$ cat src/rtl/stopwatch_timer_ctrl.sv
// stopwatch_timer_ctrl: two-button stopwatch / countdown timer controller.
// Owns mode FSM, button edge detect, tick prescaler, shared up/down counter.
// Optional lap buffer: define STOPWATCH_LAP_EN to build it.
// Ports: clk, nrst (sync, active-low), pb0/pb1 debounced button levels,
//   disp (registered display value), output_select (display mode),
//   time_up, paused, lap_view/lap_idx (stored-lap display status).
module stopwatch_timer_ctrl #(
    parameter int CNT_W     = 16,
    parameter int TICK_DIV  = 100,
    parameter int LAP_DEPTH = 4,
    parameter int STEP      = 1
) (
    input  logic                         clk,
    input  logic                         nrst,
    input  logic                         pb0,
    input  logic                         pb1,
    output logic [CNT_W-1:0]             disp,
    output logic [1:0]                   output_select,
    output logic                         time_up,
    output logic                         paused,
    output logic                         lap_view,
    output logic [$clog2(LAP_DEPTH)-1:0] lap_idx
);
    localparam int IDX_W = $clog2(LAP_DEPTH);
    localparam int PRE_W = $clog2(TICK_DIV);
    localparam logic [CNT_W-1:0] CNT_MAX = '1;

    typedef enum logic [2:0] {
        MODE_SELECT = 3'd0,
        CLEAR       = 3'd1,
        STOPWATCH   = 3'd2,
        LAST_TIME   = 3'd3,
        INPUT       = 3'd4,
        TIMER       = 3'd5,
        TIME_UP     = 3'd6
    } state_t;

    state_t           state;
    state_t           next_state;
    logic [CNT_W-1:0] count;
    logic [CNT_W-1:0] count_next;
    logic [CNT_W-1:0] preset;
    logic [CNT_W-1:0] preset_next;
    logic             paused_next;
    logic [PRE_W-1:0] presc;
    logic             pb0_prev;
    logic             pb1_prev;
    logic             press0;
    logic             press1;
    logic             counting;
    logic             tick;
    logic             enter_run;
    logic [CNT_W:0]   preset_sum;
    logic [CNT_W-1:0] preset_inc;
    logic [CNT_W-1:0] cnt_inc;
    logic [CNT_W-1:0] lap_disp;
    logic [CNT_W-1:0] disp_next;

    assign press0 = pb0 & ~pb0_prev;
    assign press1 = pb1 & ~pb1_prev;

    assign counting = (state == STOPWATCH) ||
                      ((state == TIMER) && !paused);
    assign tick = counting && (presc == PRE_W'(TICK_DIV - 1));

    // Prescaler restarts whenever a counting mode is freshly entered.
    assign enter_run = (next_state != state) &&
                       ((next_state == STOPWATCH) ||
                        (next_state == TIMER));

    assign preset_sum = {1'b0, preset} + (CNT_W+1)'(STEP);
    assign preset_inc = preset_sum[CNT_W] ? CNT_MAX
                                          : preset_sum[CNT_W-1:0];
    assign cnt_inc = (count == CNT_MAX) ? count
                                        : count + CNT_W'(1);

`ifdef STOPWATCH_LAP_EN
    logic capture;
    logic view_step;
    logic leave_view;
    logic clear_laps;
`endif

    always_comb begin
        next_state  = state;
        count_next  = count;
        preset_next = preset;
        paused_next = paused;
`ifdef STOPWATCH_LAP_EN
        capture     = 1'b0;
        view_step   = 1'b0;
        leave_view  = 1'b0;
        clear_laps  = 1'b0;
`endif
        unique case (state)
            MODE_SELECT: begin
                if (press0)
                    next_state = CLEAR;
                else if (press1)
                    next_state = INPUT;
            end
            CLEAR: begin
                count_next = '0;
                next_state = STOPWATCH;
`ifdef STOPWATCH_LAP_EN
                clear_laps = 1'b1;
`endif
            end
            STOPWATCH: begin
                if (tick)
                    count_next = cnt_inc;
                if (press0)
                    next_state = LAST_TIME;
`ifdef STOPWATCH_LAP_EN
                capture = press1;
`endif
            end
            LAST_TIME: begin
                if (press0)
                    next_state = MODE_SELECT;
`ifdef STOPWATCH_LAP_EN
                leave_view = press0;
                view_step  = press1 & ~press0;
`endif
            end
            INPUT: begin
                if (press0) begin
                    preset_next = preset_inc;
                end else if (press1) begin
                    count_next = preset;
                    next_state = (preset == '0) ? TIME_UP : TIMER;
                end
            end
            TIMER: begin
                // Expiry wins over both buttons on the same edge.
                if (tick && (count <= CNT_W'(1))) begin
                    count_next = '0;
                    next_state = TIME_UP;
                end else begin
                    if (tick)
                        count_next = count - CNT_W'(1);
                    if (press1) begin
                        next_state  = MODE_SELECT;
                        paused_next = 1'b0;
                    end else if (press0) begin
                        paused_next = ~paused;
                    end
                end
            end
            TIME_UP: begin
                if (press0) begin
                    next_state  = MODE_SELECT;
                    paused_next = 1'b0;
                end
            end
            default: next_state = MODE_SELECT;
        endcase
    end

    always_ff @(posedge clk) begin
        if (!nrst) begin
            state    <= MODE_SELECT;
            count    <= '0;
            preset   <= '0;
            paused   <= 1'b0;
            presc    <= '0;
            pb0_prev <= 1'b1;
            pb1_prev <= 1'b1;
            disp     <= '0;
        end else begin
            state    <= next_state;
            count    <= count_next;
            preset   <= preset_next;
            paused   <= paused_next;
            pb0_prev <= pb0;
            pb1_prev <= pb1;
            disp     <= disp_next;
            if (enter_run || tick)
                presc <= '0;
            else if (counting)
                presc <= presc + PRE_W'(1);
        end
    end

`ifdef STOPWATCH_LAP_EN
    logic [CNT_W-1:0] laps [LAP_DEPTH];
    logic [IDX_W-1:0] wr_ptr;
    logic [IDX_W:0]   lap_cnt;
    logic [IDX_W-1:0] oldest;
    logic [IDX_W-1:0] newest;

    // When full, lap_cnt low bits are zero, so oldest == wr_ptr.
    assign oldest   = wr_ptr - lap_cnt[IDX_W-1:0];
    assign newest   = wr_ptr - IDX_W'(1);
    assign lap_disp = laps[lap_idx];

    always_ff @(posedge clk) begin
        if (nrst && capture)
            laps[wr_ptr] <= count;
    end

    always_ff @(posedge clk) begin
        if (!nrst || clear_laps) begin
            wr_ptr   <= '0;
            lap_cnt  <= '0;
            lap_view <= 1'b0;
            lap_idx  <= '0;
        end else begin
            if (capture) begin
                wr_ptr <= wr_ptr + IDX_W'(1);
                if (lap_cnt != (IDX_W+1)'(LAP_DEPTH))
                    lap_cnt <= lap_cnt + (IDX_W+1)'(1);
            end
            if (leave_view) begin
                lap_view <= 1'b0;
            end else if (view_step && (lap_cnt != '0)) begin
                if (!lap_view) begin
                    lap_view <= 1'b1;
                    lap_idx  <= oldest;
                end else if (lap_idx == newest) begin
                    lap_view <= 1'b0;
                end else begin
                    lap_idx <= lap_idx + IDX_W'(1);
                end
            end
        end
    end
`else
    assign lap_view = 1'b0;
    assign lap_idx  = '0;
    assign lap_disp = count;
`endif

    always_comb begin
        disp_next = count;
        unique case (state)
            MODE_SELECT, INPUT: disp_next = preset;
            LAST_TIME: disp_next = lap_view ? lap_disp : count;
            default:   disp_next = count;
        endcase
    end

    always_comb begin
        output_select = 2'b00;
        unique case (state)
            CLEAR, STOPWATCH, LAST_TIME: output_select = 2'b01;
            INPUT, TIMER:                output_select = 2'b10;
            TIME_UP:                     output_select = 2'b11;
            default:                     output_select = 2'b00;
        endcase
    end

    assign time_up = (state == TIME_UP);

endmodule

$ cat config.mk
export PLATFORM = sky130hd
export DESIGN_NAME = stopwatch_timer_ctrl
export DESIGN_NICKNAME = d
export VERILOG_FILES = /design/src/rtl/stopwatch_timer_ctrl.sv
export SDC_FILE = /design/constraint.sdc
export NUM_CORES = 1
export LEC_CHECK = 0
export ABC_AREA = 1
export ABC_CLOCK_PERIOD_IN_PS = 1700
export CORE_AREA = 2 2 98 100
export DETAILED_ROUTE_END_ITERATION = 8
export DIE_AREA = 0 0 100 102
export PLACE_DENSITY_LB_ADDON = 0.15
export SLEW_MARGIN = 40
export SYNTH_ARGS = -nofsm -noshare
export SYNTH_HDL_FRONTEND = slang
export SYNTH_SLANG_ARGS = --single-unit
$ cat constraint.sdc
create_clock -name clk -period 1.7 [get_ports clk]
set_input_delay 0.34 -clock clk [delete_from_list [all_inputs] [get_ports clk]]
set_output_delay 0.34 -clock clk [all_outputs]
set_load 0.02 [all_outputs]
# --- Word-level counts from Yosys, hierarchy flattened ---
# Cells that the tools add are included.
op_classes:
  n_reduce_logical: 20
  order_cmp: 1
  n_bitwise: 6
  mux: 25
  n_addsub: 4
  eq_ne: 19
op_table:
  columns: ["cell", "count"]
  rows:
  - ["16-bit 2-to-1 mux", 8]
  - ["16-bit one-hot mux with 4 select lines", 1]
  - ["3-bit 2-to-1 mux", 8]
  - ["3-bit one-hot mux with 6 select lines", 1]
  - ["16-bit by 1-bit adder with 17-bit output, second input constant", 1]
  - ["16-bit by 1-bit adder with 16-bit output, second input constant", 1]
  - ["16-bit == test, second input constant", 1]
  - ["16-bit by 1-bit less-or-equal comparator with 1-bit output, second input constant", 1]
  - ["16-bit logical NOT", 1]
  - ["16-bit by 1-bit subtractor with 16-bit output, second input constant", 1]
  - ["3-bit == test, second input constant", 4]
  - ["2-bit != test, second input constant", 5]
  - ["3-bit by 2-bit == test with 1-bit output, second input constant", 3]
  - ["2-bit OR reduction", 4]
  - ["7-bit by 1-bit adder with 7-bit output, second input constant", 1]
  - ["7-bit == test, second input constant", 1]
  - ["2-bit one-hot mux with 3 select lines", 1]
  - ["6-bit AND reduction", 1]
  - ["1-bit logical AND", 4]
  - ["1-bit 2-to-1 mux", 4]
  - ["1-bit inverter", 4]
  - ["4-bit AND reduction", 1]
  - ["4-bit nonzero test", 1]
  - ["3-bit by 1-bit == test with 1-bit output, second input constant", 1]
  - ["13 further kinds", 16]
totals:
  register_bits: 61
  elab_cells: 83
  out_inout_bits: 23

# --- Depth between registers and ports, before layout ---
logic_depth:
  ltp_word: 12
  depth_mapped: 13

# --- Worst setup path before layout ---
# Ideal clock, no wire load.
synth_timing:
  path_kind: "reg-to-reg"
  startpoint: "register count[1]"
  endpoint: "register count[10]"
  setup_time_ps: 139
  stages_incl_launch_ff: 12
  t_required_ps: 1561
  slack_ps: -34
  t_arrival_ps: 1595
  cell_sequence: "dfxtp_1 > ha_1 > nand2_1 > nor2_4 > nand3_2 > nor2_2 > nand4_1 > nand3_4 > nor2_8 > buf_8 > nand2_1 > a21oi_2"
synth_via:
  elab_chain_cells: 4
  word_cells_on_any_way: 13
  cone_classes: "2 x add/sub; 1 x order compare; 3 x eq/ne; 5 x mux; 2 x reduce/logical"
synth_lines:
  columns: ["item", "line_no", "text"]
  rows:
  - ["from (decl)", "40", "logic [CNT_W-1:0] count;"]
  - ["from (signal assigned)", "172", "count <= count_next;"]
  - ["16-bit by 1-bit subtractor with 16-bit output (tied with other cells)", "141", "count_next = count - CNT_W'(1);"]
  - ["16-bit 2-to-1 mux (tied with other cells)", "140", "if (tick)"]
  - ["16-bit 2-to-1 mux (tied with other cells)", "136", "if (tick && (count <= CNT_W'(1))) begin"]
  - ["16-bit one-hot mux with 4 select lines / 6-bit AND reduction (equally long branches)", null, null]
# Parallel ways exist; a longest one is shown, timed or not. The select of a mux whose other input is x is not followed.
# A chain may end at the register's enable or synchronous reset.

# --- Final worst setup path ---
layout_timing:
  startpoint: "register count[0]"
  endpoint: "register count[3]"
# The elaborated chain is that of the path after synthesis.

==> qor.yml <==
status: "finished, violations left"
violations: "setup timing"
num_antenna_cells: 0
cts_root_buffer: "clkbuf_8"
antenna_found_initial: 0
clock_sinks: 61
ys_types: 42
syn_avg_cell_area_um2: 6.40
clock.fmax_mhz: 562
yosysTopAreaCell: "dfxtp_1"
reg2reg_slack_ns: -0.08
gp_congestion: 0.923
path_class: "reg2reg"
fp.dieW_um: 100
synthArstFlopShare_pct: 0
min_period_ns: 1.78
endpoint: "count[3]"
final_core_utilization_pct: 62.7
grt_use_total_pct: 24.7
nFillCells: 862
grt_pass1_vias: 4174
crit_fanout: 8
power.density_nw_per_um2: 540
finalMaxSlewViolations: 0
ys.flop_type: "dfxtp_1"
rr_endpoint: "count[3]"
cp-start-kind: "flop"
synthTopCellsByArea: "dfxtp_1 (31%), nand2_1 (17%), nor2_1 (6.7%)"
vias: 4496
die_h_um: 102
routed_wirelength_um: 12800
cts_hold_buf: 0
cp.required_ns: 1.93
grt.overflow.total: 0
htreeDepth: 3
drt-vias-per-instance: 5.23
initial_core_util_pct: 43.8
nets: 753
dp_hpwl_um: 9000
setup_ws_ns: -0.0802
core_um2: 9110
numCtsBuffers: 9
place_ws_ns: -0.478
synth_top_area_share_pct: 30.6
postLayoutCellArea_um2: 5710
vdd_ir_drop_max_uv: 495
pin_count: 27
drtPass1Iterations: 6
whs_ns: 0.482
cts_buffer_depth: 2
grt_pass1_wl_um: 19900
yosys_warnings: 0
drt-initial-drc-count: 329
rsz0062_at_grt: "true"
holdCritPathClass: "reg2reg"
drive_gt1_share_pct: 34.2
worstPathArrival_ns: 2.01
synth_cells: 624
grt_start_max_net_pins: 36
fin_setup_tns_ns: -0.977
clock_latency_ns: 0.34
drc_errors: 0
r2r_cells: 11
fp-row-count: 35
r2r-start: "count[0]"
critical_path.endpoint_type: "flop"
wl_per_cell_um: 14.9
cp-startpoint: "count[0]"
leakage_nw: 2.68
synth_edf_count: 0
finClkSkew_ns: 0.00874
syn2layout_area_growth_pct: 43.1
report.final.setup_viol: 17
ys_seq_area_share_pct: 30.6
clkTransAtPathRegs_ns: 0.07
cts_tree: "done"
numPortBuffers: 23
ys_seq_elements: 61
min_period_over_period_pct: 105
postRouteAntennaNets: 0
netlist_area_um2: 3990
postPlaceCellArea_um2: 5060
die_area_um2: 10200
hold_viol: 0
cap_violations: 0
-- cell families after synthesis --
| logic type | after synthesis | synth area share (%) |
|---|---|---|
| flops | 61 | 30.6 |
| fa+ha+maj | 6 | 1.88 |
| buf+inv | 99 | 10.6 |
| simple gates | 352 | 40.5 |
| other cells | 1 | 0.0939 |
| compound gates | 87 | 12.4 |
| xor+xnor | 18 | 3.95 |
-- critical path: stages (launching register included) --
cell and delay, ns:
dfxtp_4 0.37, ha_4 0.14, nand2_4 0.05, nor2_4 0.12, nand3_2 0.12, nor2_4 0.13, nand4_1 0.20, nand3_4 0.21
nor2_8 0.05, buf_12 0.15, nand2_2 0.07, a21oi_2 0.05
-- layer usage --
metal  global-route usage [%]  routed length [um]  up-vias
met5                        0                   0        -
met3                     3.15                 789       22
met2                     41.3                6250      171
li1                         -                   -     2224
met1                     32.9                5520     2079
met4                     8.96                 227        0
-- cell type report --
class	count	area [um2]	area share [%]
multi-input combinational	466	2710	47.4
sequential	61	1240	21.8
timing repair buffer	138	1180	20.6
inverter	67	254	4.44
clock buffer	11	153	2.67
tap	111	139	2.43
clock inverter	5	33.8	0.591
-- cell usage after synthesis, types with 5 or more instances --
cell / number
nor3_1: 10
clkbuf_1: 18
nand2_1: 179
a21oi_1: 37
inv_1: 62
buf_4: 7
nand2_2: 5
dfxtp_1: 61
ha_1: 6
nand3_1: 50
nor2_1: 71
o21ai_0: 28
xor2_1: 17
a21oi_2: 10
nand4_1: 14
-- registers in the layout, summed over array words and instances (netlist names) --
| name | flops |
|---|---|
| preset | 16 |
| presc | 7 |
| disp | 16 |
| state | 3 |
| pb1_prev | 1 |
| count | 16 |
| paused | 1 |
| pb0_prev | 1 |
-- worst min-delay path by stage --
| stage | from | end | slack [ns] | depth (start not counted) |
|---|---|---|---|---|
| CTS | preset[11] | disp[11] | 0.48 | 2 |
| floorplan | pb1 | pb1_prev | 0.43 | 2 |
| global route | preset[11] | disp[11] | 0.51 | 2 |
| detailed placement | preset[11] | disp[11] | 0.47 | 2 |
| global placement | preset[11] | disp[11] | 0.48 | 2 |
| finish | preset[11] | disp[11] | 0.48 | 2 |
-- what timing repair did --
item / 4_1_cts / 5_1_grt
pin swaps: 12 / 31
gates cloned: 0 / 1
endpoints found under the setup margin: 35 / 45
setup buffers: 7 / 8
gates resized for setup: 48 / 79
-- power by group --
part | internal [mW] | leakage, nW | switching (mW)
Sequential | 1.45 | 0.500 | 0.0133
Clock | 0.615 | 0.0904 | 0.625
Combinational | 0.158 | 2.09 | 0.227
-- through the flow --
step | power [mW] | instances
5_1_grt | 3.20 | 859
2_1_floorplan | 1.69 | 626
3_3_place_gp | 1.82 | 830
4_1_cts | 3.07 | 853
6_report | 3.09 | 859
3_5_place_dp | 1.82 | 830
-- cells in the final DEF (no fill, tap or decap), types with 3 or more instances in the layout --
master,synthesis,final
buf_12,0,6
dfxtp_4,0,3
nand4_1,14,14
nor2_1,71,55
o21ai_1,3,11
dfxtp_1,61,48
ha_4,0,3
a211oi_1,3,3
nand2_4,4,19
inv_1,62,57
o21ai_0,28,20
xor2_1,17,17
clkbuf_8,0,9
a21oi_1,37,30
inv_2,3,7
nor2_2,2,11
nand3_1,50,44
dfxtp_2,0,10
nor3_1,10,7
nor3_2,0,3
a21oi_2,10,17
clkdlybuf4s50_1,0,20
buf_4,7,106
nand2_1,179,149
nand3_2,1,7
conb_1,1,3
nor2_4,3,10
nand2_2,5,20
Note: power is estimated with default switching activity, not from simulation.
